===== src/rtl/qspi_arbiter.sv =====
// Two-requester round-robin arbiter in front of a single-outstanding QSPI read port.
// Define QSPI_ARB_TIMEOUT_EN to build in the WAIT timeout counter and error flag.
module qspi_arbiter #(
  parameter int unsigned TIMEOUT_CYCLES = 1024
) (
  input  logic        aclk,
  input  logic        aresetn,
  input  logic        m0_req_valid,
  output logic        m0_req_ready,
  input  logic [23:0] m0_req_addr,
  output logic        m0_rsp_valid,
  input  logic        m0_rsp_ready,
  output logic [31:0] m0_rsp_data,
  output logic        m0_rsp_err,
  input  logic        m1_req_valid,
  output logic        m1_req_ready,
  input  logic [23:0] m1_req_addr,
  output logic        m1_rsp_valid,
  input  logic        m1_rsp_ready,
  output logic [31:0] m1_rsp_data,
  output logic        m1_rsp_err,
  output logic [23:0] qspi_addr,
  output logic        qspi_read_en,
  input  logic [31:0] qspi_dout,
  input  logic        qspi_dval,
  output logic        qspi_rready
);

  typedef enum logic [1:0] {
    IDLE,
    ISSUE,
    WAIT,
    RESP
  } state_t;

  state_t      state;
  state_t      state_nx;
  logic [23:0] addr_q;
  logic [31:0] data_q;
  logic        gnt_q;
  logic        last_q;
  logic        win0;
  logic        win1;
  logic        to_hit;
  logic        rsp_hs;

  // last_q = 1 means m1 was granted last, so m0 wins a tie
  assign win0 = m0_req_valid & (~m1_req_valid | last_q);
  assign win1 = m1_req_valid & (~m0_req_valid | ~last_q);

  assign rsp_hs = (state == RESP) &
                  (gnt_q ? m1_rsp_ready : m0_rsp_ready);

`ifdef QSPI_ARB_TIMEOUT_EN
  localparam int unsigned CW = $clog2(TIMEOUT_CYCLES + 1);

  logic [CW-1:0] cnt_q;
  logic          err_q;

  assign to_hit = (cnt_q == CW'(TIMEOUT_CYCLES - 1));

  always_ff @(posedge aclk) begin
    if (!aresetn) begin
      cnt_q <= '0;
      err_q <= 1'b0;
    end else begin
      unique case (state)
        ISSUE: cnt_q <= '0;
        WAIT: begin
          cnt_q <= cnt_q + 1'b1;
          if (qspi_dval) begin
            err_q <= 1'b0;
          end else if (to_hit) begin
            err_q <= 1'b1;
          end
        end
        default: ;
      endcase
    end
  end

  assign m0_rsp_err = (state == RESP) & ~gnt_q & err_q;
  assign m1_rsp_err = (state == RESP) & gnt_q & err_q;
`else
  assign to_hit     = 1'b0;
  assign m0_rsp_err = 1'b0;
  assign m1_rsp_err = 1'b0;
`endif

  always_ff @(posedge aclk) begin
    if (!aresetn) begin
      state  <= IDLE;
      addr_q <= '0;
      data_q <= '0;
      gnt_q  <= 1'b0;
      last_q <= 1'b1;
    end else begin
      state <= state_nx;
      unique case (state)
        IDLE: begin
          if (win0 | win1) begin
            addr_q <= win0 ? m0_req_addr : m1_req_addr;
            gnt_q  <= win1;
          end
        end
        WAIT: begin
          if (qspi_dval) begin
            data_q <= qspi_dout;
          end else if (to_hit) begin
            data_q <= '0;
          end
        end
        RESP: begin
          if (rsp_hs) begin
            last_q <= gnt_q;
          end
        end
        default: ;
      endcase
    end
  end

  always_comb begin
    state_nx     = state;
    m0_req_ready = 1'b0;
    m1_req_ready = 1'b0;
    m0_rsp_valid = 1'b0;
    m1_rsp_valid = 1'b0;
    m0_rsp_data  = '0;
    m1_rsp_data  = '0;
    qspi_addr    = '0;
    qspi_read_en = 1'b0;
    qspi_rready  = 1'b0;
    unique case (state)
      IDLE: begin
        m0_req_ready = win0;
        m1_req_ready = win1;
        if (win0 | win1) begin
          state_nx = ISSUE;
        end
      end
      ISSUE: begin
        qspi_addr    = addr_q;
        qspi_read_en = 1'b1;
        state_nx     = WAIT;
      end
      WAIT: begin
        qspi_addr   = addr_q;
        qspi_rready = 1'b1;
        if (qspi_dval | to_hit) begin
          state_nx = RESP;
        end
      end
      RESP: begin
        if (gnt_q) begin
          m1_rsp_valid = 1'b1;
          m1_rsp_data  = data_q;
        end else begin
          m0_rsp_valid = 1'b1;
          m0_rsp_data  = data_q;
        end
        if (rsp_hs) begin
          state_nx = IDLE;
        end
      end
      default: state_nx = IDLE;
    endcase
  end

endmodule


===== config.mk =====
export PLATFORM = sky130hd
export DESIGN_NAME = qspi_arbiter
export DESIGN_NICKNAME = d
export VERILOG_FILES = /design/src/rtl/qspi_arbiter.sv
export SDC_FILE = /design/constraint.sdc
export NUM_CORES = 1
export LEC_CHECK = 0
export CAP_MARGIN = 10
export CELL_PAD_IN_SITES_DETAIL_PLACEMENT = 1
export CELL_PAD_IN_SITES_GLOBAL_PLACEMENT = 1
export CORE_ASPECT_RATIO = 0.75
export CORE_MARGIN = 4
export CORE_UTILIZATION = 45
export CTS_BUF_LIST = sky130_fd_sc_hd__clkbuf_2 sky130_fd_sc_hd__clkbuf_4 sky130_fd_sc_hd__clkbuf_8
export DETAILED_ROUTE_END_ITERATION = 8
export DONT_BUFFER_PORTS = 1
export PLACE_DENSITY = 0.85
export SYNTH_ARGS = -nofsm -noshare
export SYNTH_HDL_FRONTEND = slang
export SYNTH_SLANG_ARGS = --single-unit

===== constraint.sdc =====
create_clock -name aclk -period 3.7 [get_ports aclk]
set_clock_uncertainty 0.05 [all_clocks]
set_input_delay 0.74 -clock aclk [delete_from_list [all_inputs] [get_ports aclk]]
set_output_delay 0.74 -clock aclk [all_outputs]
set_load 0.005 [all_outputs]

# After elaboration in Yosys (flattened, before gate mapping)
# Cells that the tools add are included.
op_classes:
  eq_ne: 6
  n_mux: 19
  bitwise: 9
  reduce_logical: 6
ops:
  columns: ["cell", "count"]
  rows:
  - ["32-bit 2-to-1 mux", 4]
  - ["24-bit 2-to-1 mux", 2]
  - ["1-bit 2-to-1 mux", 9]
  - ["2-bit one-hot mux with 4 select lines", 1]
  - ["2-bit 2-to-1 mux", 3]
  - ["2-bit inequality test, second input constant", 3]
  - ["2-bit AND reduction", 3]
  - ["2-bit == test, second input constant", 2]
  - ["1-bit bitwise AND", 3]
  - ["1-bit inverter", 3]
  - ["1-bit bitwise OR", 3]
  - ["3-bit AND reduction", 1]
  - ["2-bit by 1-bit == test with 1-bit output, second input constant", 1]
  - ["2-bit zero test", 1]
  - ["2-bit OR reduction", 1]
totals:
  ff_bits: 60
  in_bits: 87
  output_inout_bits: 96
  wordCells: 45

# Longest topological paths before layout
depth:
  word_depth: 6
  mapped_depth: 7
  mapped_depth_nobuf: 5

# Least setup slack after synthesis
# No wires, ideal clock.
synth_path:
  path_kind: "input-to-output"
  startpoint: "in m0_req_valid"
  endpoint: "out m0_req_ready"
  arrival_time_ps: 1298
  required_ps: 2910
  path_slack_ps: 1612
  path_stages: 3
  n_path_buf: 2
  path_cell_list: "buf_6 -> clkbuf_1 -> and3_1"
synth_via:
  elab_chain_cells: 2
synth_lines:
  columns: ["item", "line_no", "source"]
  rows:
  - ["start: declaration", "8", "input logic m0_req_valid,"]
  - ["1-bit bitwise AND", "48", "assign win0 = m0_req_valid & (~m1_req_valid | last_q);"]
  - ["1-bit 2-to-1 mux", "134", "unique case (state)"]
  - ["end: declaration", "9", "output logic m0_req_ready,"]
# Every way passes these cells.

# Final worst setup path
layout_path:
  startpoint: "reg state[1]"
  endpoint: "out m0_rsp_data[24]"
layout_via:
  elab_chain_cells: 2
layout_lines:
  columns: ["item", "line_no", "source"]
  rows:
  - ["start: declaration", "36", "state_t state;"]
  - ["start signal: assignment", "98", "state <= state_nx;"]
  - ["2-bit == test", "134", null]
  - ["32-bit 2-to-1 mux", "134", null]
  - ["end: declaration", "13", "output logic [31:0] m0_rsp_data,"]
# Every way passes these cells.

==> reports/qor.txt <==
Status: completed
Synthesized cell area: 3180 sq um
PD cells: 635 nW/um^2
Synth top area share: 37.8%
Vias: 2883
Peak supply drop: 222 uV
CTS max path bufs: 2
Hold Crit Depth: 2
GRT Resource Usage Total: 22.0%
Total power: 2.13 mW
Rows: 26
Max_slew headroom: 26.0%
Reg-to-reg endpoint: data_q[28]$_SDFFE_PN0P_
DP Area: 3130 sq um
Maximum clock rate: 370 MHz
Worst-case reg-to-reg path depth: 5
Crit path max fanout: 33
Setup violators final: 0
Die area: 8490 sq um
Cts hold-fix bufs: 0
Fin nets: 485
Clock Root Buffer: clkbuf_8
Wire length per cell: 19.9 um
Initial Util: 46.5%
Max incr delay on CP: 0.71 ns
Die X: 105 um
Layout Area Growth over Synthesis: 5.51%
Port Buffers: 0
CP delay by family, top: simple AND/OR/NAND/NOR gates
Worst EP arrival: 1.91 ns
DP Wirelength: 6670 um
Setup repair bufs after CTS: 0
Buf+Inv Stages, Crit Path: 0
CP max-delay cell: and2b_1
Drt total wl: 9610 um
Ranking of synthesized cells by area: dfxtp_1 (38%), and2_1 (11%), nand2_1 (8.3%)
GRT overflow: 0
CP Class: reg2out
Register area share after synthesis: 37.8%
Max Cap Violations: 0
Min Clock Period, post-route: 2.70 ns
Syn Area/Cell: 7.59 sq um
RSZ-0062 raised after global routing: no
CP Data Required Time: 2.91 ns
Worst-path clk slew: 0.07 ns
Hold Vio Cnt, Final: 0
# DRC: 0
Syn Inst Count: 419
Worst setup SP type: register
Total number of H-tree levels: 3
Min-Delay Endpoint: data_q[18]$_SDFFE_PN0P_
Drt initial violations: 157
Vias per cell: 5.98
CTS tree: built
Fin crit share: 73.1%
Dominant cell type by area after synthesis: dfxtp_1
Layout cell share with drive strength beyond 1: 5.53%
Post-synth cell types: 24
Worst-skew pair later-pin latency: 0.33 ns
Finished Cell Area: 3350 sq um
Commonest non-fill, non-tap cells in the layout: nand2_1 (70), dfxtp_1 (60), and2_1 (58)
Clock sinks: 60
CP Cell Sequence: ha_1, and2b_1, and2_1
Critical Path End Type: primary output
Antenna cell count: 0
Global-route wire length before repair: 15000 um
Worst Min Path Start: data_q[18]$_SDFFE_PN0P_
Register bit total from synthesis: 60
Largest net degree at the start of global routing: 63
Fin. max-slew vios: 0
R2r startpoint: state[0]$_SDFFE_PN0P_
Cts bufs inserted: 9
Number of global-route vias before repair: 2915
Cts repair resizes: 0
GP Congestion: 0.714
Worst-Margin Slew: 1.11 ns
Worst hold path type: reg2reg
Fin Setup TNS: 0 ns
DR pass1 iterations: 5
Static leakage: 1.36 nW
Commonest non-fill, non-tap cell in the layout: nand2_1
Final ANT Viol Nets: 0
Chip height: 80.8 um
Initial antenna violation count: 0
FF-to-FF setup slack: 1.58 ns
Synthesis warning total: 0
IO Pins: 183
Core ar.: 6830 sq um
[cell type report]
cell class                 count  area, sq um
clock buffer                  12          153
clock inverter                 4         72.6
fill                         853         3480
sequential                    60         1200
multi-input combinational    312         1770
timing repair buffer           5         37.5
inverter                       5         18.8
tap                           84          105
[worst register-to-register path: cells and delay by family, from the launching register on]
kind,cells,cell delay [ns]
fa+ha+maj,1,0.29
buf+inv,1,0.11
simple gates,2,1.00
compound gates,1,0.20
flops,1,0.40
[stage by stage]
stage / util, % / worst slack, ns / instances / hold slack (ns)
floorplan: - / 1.61 / 420 / 0.389
global placement: 45.8 / 1.49 / 466 / 0.398
detailed placement: 45.8 / 1.32 / 466 / 0.408
CTS: 49.1 / 0.943 / 482 / 0.418
global route: 49.1 / 0.793 / 482 / 0.436
finish: 49.1 / 0.997 / 482 / 0.417
[kinds of logic (layout without fill, tap and decap cells)]
kind of cell	after synthesis	after routing	synth area share [%]
buf+inv	48	26	6.77
fa+ha+maj	5	5	1.97
other cells	1	2	0.118
compound gates	113	113	21.6
simple gates	189	189	30.8
mux	3	3	0.945
flops	60	60	37.8
[sequential cells by signal (all words and copies together), names as in the netlist]
name,cells
data_q,32
addr_q,24
state,2
gnt_q,1
last_q,1
[how the worst max path moves through the flow]
stage	start	endpoint	cells past startpoint
floorplan	m0_req_valid	m0_req_ready	3
global placement	state[0]$_SDFFE_PN0P_	m0_rsp_data[0]	3
detailed placement	state[1]$_SDFFE_PN0P_	m0_rsp_data[24]	3
CTS	state[1]$_SDFFE_PN0P_	m0_rsp_data[24]	3
global route	state[1]$_SDFFE_PN0P_	m0_rsp_data[0]	3
finish	state[1]$_SDFFE_PN0P_	m0_rsp_data[24]	3
[where the power goes]
group / total [mW] / leakage [nW] / switching [mW] / internal (mW)
clock: 0.674 / 0.113 / 0.261 / 0.412
combinational: 0.571 / 0.754 / 0.382 / 0.189
sequential: 0.884 / 0.491 / 0.0846 / 0.800
[synth_stat cells, drive strengths merged]
| library cell | number |
|---|---|
| a21boi | 32 |
| clkbuf | 24 |
| a222oi | 1 |
| conb | 1 |
| inv | 5 |
| nand2 | 70 |
| and2 | 58 |
| nand2b | 1 |
| o21ai | 50 |
| mux2i | 3 |
| ha | 5 |
| and2b | 2 |
| o21a | 2 |
| nand3 | 24 |
| buf | 19 |
| and3 | 33 |
| a31oi | 25 |
| dfxtp | 60 |
| nor2 | 1 |
| a21oi | 3 |
[layer usage]
layer / share of wire (%) / wire length [um] / vias to the layer above / GRT usage, %
li1: - / - / 1361 / -
met1: 43 / 4100 / 1403 / 27.7
met2: 50 / 4830 / 111 / 36.4
met3: 6.1 / 590 / 8 / 6.67
met4: 0.93 / 89 / 0 / 7.21
met5: 0 / 0 / - / 0
Note: power is estimated with default switching activity, not from simulation.
